[config.mk]
export PLATFORM = sky130hd
export DESIGN_NAME = input_handler
export DESIGN_NICKNAME = d
export VERILOG_FILES = /design/src/rtl/dino_pkg.sv /design/src/rtl/sync_ff.sv /design/src/rtl/input_handler.sv
export SDC_FILE = /design/constraint.sdc
export NUM_CORES = 1
export LEC_CHECK = 0
export ABC_AREA = 1
export CAP_MARGIN = 20
export CORE_AREA = 2 2 39 41
export DETAILED_ROUTE_END_ITERATION = 16
export DIE_AREA = 0 0 41 43
export GPL_TIMING_DRIVEN = 0
export PLACE_DENSITY = 0.4
export RECOVER_POWER = 25
export SETUP_SLACK_MARGIN = 0.15
export SYNTH_ARGS = -nofsm -noshare
export SYNTH_HDL_FRONTEND = slang
export SYNTH_HIERARCHICAL = 1
export SYNTH_SLANG_ARGS = --single-unit
export TNS_END_PERCENT = 1
[constraint.sdc]
create_clock -name clk -period 1.15 [get_ports clk]
set_input_delay 0.115 -clock clk [delete_from_list [all_inputs] [get_ports clk]]
set_output_delay 0.115 -clock clk [all_outputs]
set_load 0.005 [all_outputs]
[src/rtl/dino_pkg.sv]
// Shared constants for the Dino game core.
// Holds debounce defaults and button polarity.
package dino_pkg;

    localparam int   DEBOUNCE_WIDTH = 8;
    localparam logic BTN_ACTIVE     = 1'b1;

endpackage

[src/rtl/sync_ff.sv]
// Multi-flop synchronizer for an asynchronous single-bit input.
// Ports: clk, rst (sync, active-high), d (async in), q (synchronized out).
module sync_ff #(
    parameter int STAGES = 2
) (
    input  logic clk,
    input  logic rst,
    input  logic d,
    output logic q
);

    logic [STAGES-1:0] stage_q;

    always_ff @(posedge clk) begin
        if (rst) begin
            stage_q <= '0;
        end else begin
            stage_q[0] <= d;
            for (int i = 1; i < STAGES; i++) begin
                stage_q[i] <= stage_q[i-1];
            end
        end
    end

    assign q = stage_q[STAGES-1];

endmodule

[src/rtl/input_handler.sv]
// Jump-button debouncer: shift-register history with hysteresis.
// Ports: clk, rst (sync, active-high), btn_jump (raw), jump_pressed (clean level).
module input_handler
    import dino_pkg::*;
#(
    parameter int WIDTH       = DEBOUNCE_WIDTH,
    parameter int SYNC_STAGES = 0
) (
    input  logic clk,
    input  logic rst,
    input  logic btn_jump,
    output logic jump_pressed
);

    logic             btn_act;
    logic             s;
    logic [WIDTH-1:0] counter;
    logic [WIDTH-1:0] counter_d;
    logic             jump_q;
    logic             jump_d;

    assign btn_act = (btn_jump == BTN_ACTIVE);

    generate
        if (SYNC_STAGES > 0) begin : g_sync
            sync_ff #(
                .STAGES (SYNC_STAGES)
            ) u_sync (
                .clk (clk),
                .rst (rst),
                .d   (btn_act),
                .q   (s)
            );
        end else begin : g_nosync
            assign s = btn_act;
        end
    endgenerate

    // Output decision uses the history as it stands before this
    // edge's shift, giving the registered one-edge lag.
    always_comb begin
        counter_d = {counter[WIDTH-2:0], s};
        jump_d    = jump_q;
        if (&counter) begin
            jump_d = 1'b1;
        end else if (~|counter) begin
            jump_d = 1'b0;
        end
    end

    always_ff @(posedge clk) begin
        if (rst) begin
            counter <= '0;
            jump_q  <= 1'b0;
        end else begin
            counter <= counter_d;
            jump_q  <= jump_d;
        end
    end

    assign jump_pressed = jump_q;

endmodule

==> impl_metrics.py, run 1 <==
metrics = {
    "critical_path": {
        "crit_chain": "dlygate4sd2_1",
        "slowest_stage": "dfxtp_2",
        "max_stage_delay_ns": 0.32,
        "crit_type": "flop to output port",
        "required_ns": 1.03,
        "crit_path_max_fanout": 3,
        "cp-end-kind": "output port",
        "critPathLaunchType": "flop",
        "worstPathBufferInverterCount": 1,
        "rrSetupSlack_ns": 0.32,
        "cp_top_family": "flip-flops",
        "crit_arrival_ns": 0.82,
    },
    "floorplan": {
        "fp.coreArea_um2": 1380,
        "row_count": 14,
        "die_h_um": 43,
        "die_w_um": 41,
        "num_io_pins": 4,
        "initial_core_util": 0.231,
        "dieArea_um2": 1760,
    },
    "drt": {
        "route.met2.wl_um": 222,
        "drtIter0Drc": 4,
        "finalWirelength_um": 491,
        "firstDrtPassIters": 5,
        "antenna_left": 0,
        "wl_met3_um": 27,
        "wl_per_cell_um": 7.44,
        "drt-met1-wl_um": 214,
        "remaining_drc_errors": 0,
        "vias_per_cell": 3.79,
        "route.vias.total": 250,
        "top_layer_used": "met4",
    },
    "timing": {
        "finalMaxSlewViolations": 0,
        "period_share": 0.816,
        "finalSetupViolCount": 0,
        "finalClockSkew_ns": 0.00270,
        "tightest_slew_ns": 0.170,
        "fin_tns_setup_ns": 0,
        "fin_crit_ns": 0.938,
        "fmax_ghz": 1.07,
        "rsz0062_at_grt": "false",
        "slew_headroom": 0.887,
        "hold_viol": 0,
    },
    "logic_synthesis": {
        "avgSynthCellArea_um2": 7.25,
        "ys_types": 7,
        "syn-num-nets": 47,
        "syn_area_um2": 319,
        "synthCells": 44,
        "ys_ff_latch": 9,
        "ys_seq_area_frac": 0.565,
        "synth-warning-count": 6,
    },
    "clock_network": {
        "h-tree-depth": 1,
        "clock_latency_ns": 0.26,
        "path_clk_slew_ns": 0.06,
        "cts_tree": "yes",
        "holdBufCountCts": 0,
        "cts_inserted_buffers": 3,
        "cts_sinks": 9,
        "root_buffer": "clkbuf_4",
        "cts_buffer_depth": 2,
    },
    "power": {
        "p_leak_nw": 0.165,
        "ir_drop_v": 0.000350,
        "power.density_cell_area_nw_per_um2": 1490,
        "share_comb_of_total_power": 0.032,
        "p_clk_frac": 0.410,
        "power_uw": 575,
        "power.switching_uw": 117,
        "intPower_uw": 458,
        "swShare": 0.203,
        "pwr-share-seq": 0.558,
    },
    "final_layout": {
        "layout.nets": 54,
        "area_delta_synth_final_pct": 20.8,
        "fin_cells": 66,
        "layout-drive-gt1-share": 0.120,
        "n_fill_cell": 163,
        "antenna_cells": 0,
    },
    "grt": {
        "grt_pass1_vias": 236,
        "grt_pass1_wl_um": 883,
        "gr-total-overflow": 0,
        "track_usage": 0.0837,
        "antenna_found_initial": 0,
        "grt_max_degree": 10,
    },
    "placed_design": {
        "dp.cells": 62,
        "hpwlAfterDp_um": 353,
        "portBuffers": 2,
        "gp_congestion": 0.626,
    },
    "job": {
        "maxCapViolCount": 0,
    },
    "min_path": {
        "hp-class": "input pin to flop",
    },
    "status": {
        "status": "finished, final reports clean",
    },
}
[flip-flops by register name, indices dropped and copies added (netlist names)]
register and cells:
counter 8, jump_pressed 1
[cells by family after synthesis]
kind of cell,synth area share
AND/OR/NAND/NOR,0.247
AO/OA/AOI/OAI,0.0431
flip-flops,0.565
buffers and inverters,0.145
[cell usage in the layout (no fill, tap or decap), drive strengths merged]
cell type and count:
nand2 8, dlygate4sd2 1, a21oi 1, dfxtp 9
buf 1, inv 11, clkbuf 4, dlygate4sd3 1
nor2 13, o21ai 1
[worst paths after layout]
path                start      endpoint  cells after the start
min reg2reg    counter[7]  jump_pressed                      2
max          jump_pressed  jump_pressed                      1
max reg2reg    counter[1]  jump_pressed                      6
min                   rst    counter[1]                      2
[power by group through the flow]
stage | clock network, mW | registers, mW | logic, mW
global placement | 0 | 0.328 | 0.0193
finish | 0.236 | 0.321 | 0.0183
CTS | 0.248 | 0.321 | 0.0192
global route | 0.266 | 0.322 | 0.0228
detailed placement | 0 | 0.328 | 0.0192
floorplan | 0 | 0.327 | 0.0128
[Yosys cell counts]
| cell type | number | share of area |
|---|---|---|
| a21oi_2 | 1 | 0.027 |
| buf_2 | 1 | 0.016 |
| nand2_1 | 8 | 0.094 |
| nor2_1 | 13 | 0.15 |
| inv_1 | 11 | 0.13 |
| dfxtp_1 | 9 | 0.56 |
| o21ai_1 | 1 | 0.016 |
[layer usage]
metal  vias to the layer above  track usage
li1                        137            -
met1                       102       0.0814
met2                         7        0.106
met3                         4       0.0314
met4                         0        0.120
met5                         -            0
[layout make-up]
cell class | instances | area (um^2) | share of cell area
multi-input cells | 23 | 92.6 | 0.240
well taps | 16 | 20.0 | 0.0519
inverters | 11 | 41.3 | 0.107
clock buffers | 4 | 26.3 | 0.0682
plain buffers | 1 | 5.00 | 0.0130
flip-flops and latches | 9 | 181 | 0.471
repair buffers | 2 | 18.8 | 0.0487
[repair_timing]
action	4_1_cts	5_1_grt
gates resized for setup	2	0
buffers inserted	0	0
setup endpoints to repair	1	0
[through the flow]
step	setup WS, ns	utilization	cell area (um^2)	hold slack [ns]
floorplan	0.399	-	319	0.222
global placement	0.202	0.259	359	0.414
detailed placement	0.213	0.259	359	0.418
CTS	0.200	0.278	385	0.138
global route	0.169	0.278	385	0.161
finish	0.212	0.278	385	0.145
Power figures use the tool's default switching activity.
==> inputs of run 2 (changes only) <==
==> constraint.sdc (replaced) <==
create_clock -name clk -period 0.9 [get_ports clk]
set_input_delay 0.09 -clock clk [delete_from_list [all_inputs] [get_ports clk]]
set_output_delay 0.09 -clock clk [all_outputs]
set_load 0.005 [all_outputs]
==> run 2 against run 1 <==
  * Critical path depth increased by 5
  * Sequential share of layout area increased by 0.22 points
  * Clock skew about the same
  * Sequential power increased by 28%
  * Total power increased by 30%
  * Worst hold slack got worse by 0.048 ns
  * Final area increased by 2.3%
  * Cell count increased by 1.5%
  * Global-route usage decreased by 0.73 points
  * First-iteration DRC count increased by 75%
  * Largest cell class unchanged
==> impl_metrics.py, run 2 (synthesis gave the netlist of run 1 again) <==
metrics = {
    "final_layout": {
        "area_delta_synth_final_pct": 23.5,
        "final_util": 0.285,
        "final_cell_mix": "13 x nor2_1, 11 x inv_1, 8 x nand2_1",
        "layout.nets": 55,
        "multi_input_area_um2": 92.6,
        "regMostFlops": "counter",
        "largest_reg_flops": 8,
        "final_common_cell": "nor2_1",
        "fin_cells": 67,
        "seq_area_um2": 186,
        "layout-drive-gt1-share": 0.235,
        "n_fill_cell": 160,
        "antenna_cells": 0,
    },
    "critical_path": {
        "crit_chain": "nand2_1, nor2_1, nand2_1, nand2_1, nand2_1, a21oi_2",
        "cpMostUsedCell": "nand2_1",
        "required_ns": 1.10,
        "r2r_end": "jump_pressed",
        "crit_type": "flop to flop",
        "slowest_stage": "dfxtp_1",
        "crit_arrival_ns": 1.00,
        "worst_r2r_path_depth": 6,
        "max_stage_delay_ns": 0.35,
        "cp_top_family": "flip-flops",
        "rrSetupSlack_ns": 0.10,
        "worstPathBufferInverterCount": 0,
        "critPathLaunchType": "flop",
        "crit_path_max_fanout": 3,
        "r2r-start": "counter[6]",
        "cp-end-kind": "flop",
    },
    "placed_design": {
        "gp_congestion": 0.605,
        "portBuffers": 2,
        "dp.cells": 62,
    },
    "timing": {
        "hold_viol": 0,
        "period_share": 0.885,
        "finalClockSkew_ns": 0.00279,
        "slew_headroom": 0.893,
        "fin_hold_ws_ns": 0.0962,
        "tightest_slew_ns": 0.161,
        "finalSetupViolCount": 0,
        "fin_crit_ns": 0.796,
        "fmax_ghz": 1.26,
        "rsz0062_at_grt": "true",
        "fin_tns_setup_ns": 0,
        "finalMaxSlewViolations": 0,
    },
    "power": {
        "power.density_cell_area_nw_per_um2": 1900,
        "power_uw": 750,
        "p_leak_nw": 0.170,
        "ir_drop_v": 0.000815,
    },
    "clock_network": {
        "cts_buffer_depth": 2,
        "path_clk_slew_ns": 0.06,
        "root_buffer": "clkbuf_4",
        "cts_inserted_buffers": 3,
        "clock_latency_ns": 0.26,
        "cts_tree": "yes",
        "h-tree-depth": 1,
        "holdBufCountCts": 0,
        "cts_sinks": 9,
    },
    "drt": {
        "wl_per_cell_um": 7.24,
        "remaining_drc_errors": 0,
        "antenna_left": 0,
        "drtIter0Drc": 7,
        "top_layer_used": "met4",
        "vias_per_cell": 3.69,
        "route.met2.wl_um": 183,
        "wl_met3_um": 28,
        "finalWirelength_um": 485,
        "drt-met1-wl_um": 234,
        "firstDrtPassIters": 4,
        "route.vias.total": 247,
    },
    "floorplan": {
        "num_io_pins": 4,
        "dieArea_um2": 1760,
        "fp.coreArea_um2": 1380,
        "die_h_um": 43,
        "row_count": 14,
        "initial_core_util": 0.231,
        "die_w_um": 41,
    },
    "grt": {
        "grt_pass1_wl_um": 786,
        "grt_max_degree": 10,
        "antenna_found_initial": 0,
        "gr-total-overflow": 0,
        "track_usage": 0.0764,
        "grt_pass1_vias": 221,
    },
    "status": {
        "status": "finished, final reports clean",
    },
    "job": {
        "maxCapViolCount": 0,
    },
    "min_path": {
        "hp-class": "input pin to flop",
        "holdPathEnd": "counter[4]",
        "hold_depth": 2,
        "min_from": "rst",
    },
}
run 2: what timing repair did:
| action | CTS | global route |
|---|---|---|
| resized for setup | 10 | 0 |
| setup buffers | 1 | 0 |
| setup endpoints to repair | 2 | 2 |
run 2: routing by layer:
metal / GRT usage / vias up
li1: - / 136
met1: 0.0710 / 99
met2: 0.0938 / 7
met3: 0.0314 / 5
met4: 0.120 / 0
met5: 0 / -
run 2: power breakdown:
part / internal, mW / switching (mW)
combinational: 0.00955 / 0.0134
clock: 0.171 / 0.145
sequential: 0.406 / 0.00426
total: 0.587 / 0.163
run 2: worst max-delay path by stage:
stage / start / end / slack, ns / cells past startpoint
floorplan: counter[6] / jump_pressed / 0.15 / 4
global placement: jump_pressed / jump_pressed / -0.03 / 1
detailed placement: jump_pressed / jump_pressed / -0.03 / 1
CTS: counter[0] / jump_pressed / 0.1 / 6
global route: counter[0] / jump_pressed / 0.002 / 6
finish: counter[6] / jump_pressed / 0.10 / 6
run 2: cell type report:
type                            count  area share
Clock buffer                        4      0.0667
Sequential cell                     9       0.473
Buffer                              1      0.0127
Inverter                           11       0.105
Multi-Input combinational cell     23       0.235
Tap cell                           16      0.0508
Timing Repair Buffer                3      0.0571
run 2: per-stage QoR:
| stage | setup WS [ns] | area (um^2) |
|---|---|---|
| 6_report | 0.104 | 394 |
| 3_5_place_dp | -0.0287 | 359 |
| 3_3_place_gp | -0.0314 | 359 |
| 5_1_grt | 0.00154 | 394 |
| 2_1_floorplan | 0.149 | 319 |
| 4_1_cts | 0.0984 | 395 |
run 2: worst reg2reg max path, stage by stage (launching register included):
cell	delay [ns]
dfxtp_1	0.35
nand2_1	0.06
nor2_1	0.08
nand2_1	0.06
nand2_1	0.05
nand2_1	0.06
a21oi_2	0.09
==> inputs of run 3 (changes only) <==
--- a/config.mk
+++ b/config.mk
@@ -16,6 +16,5 @@
 export SETUP_SLACK_MARGIN = 0.15
 export SYNTH_ARGS = -nofsm -noshare
 export SYNTH_HDL_FRONTEND = slang
-export SYNTH_HIERARCHICAL = 1
 export SYNTH_SLANG_ARGS = --single-unit
 export TNS_END_PERCENT = 1
==> results of run 3 <==
No change in the layout: final DEF, timing and power equal those of run 2.
Among the figures that moved: Yosys warning count 6 -> 0
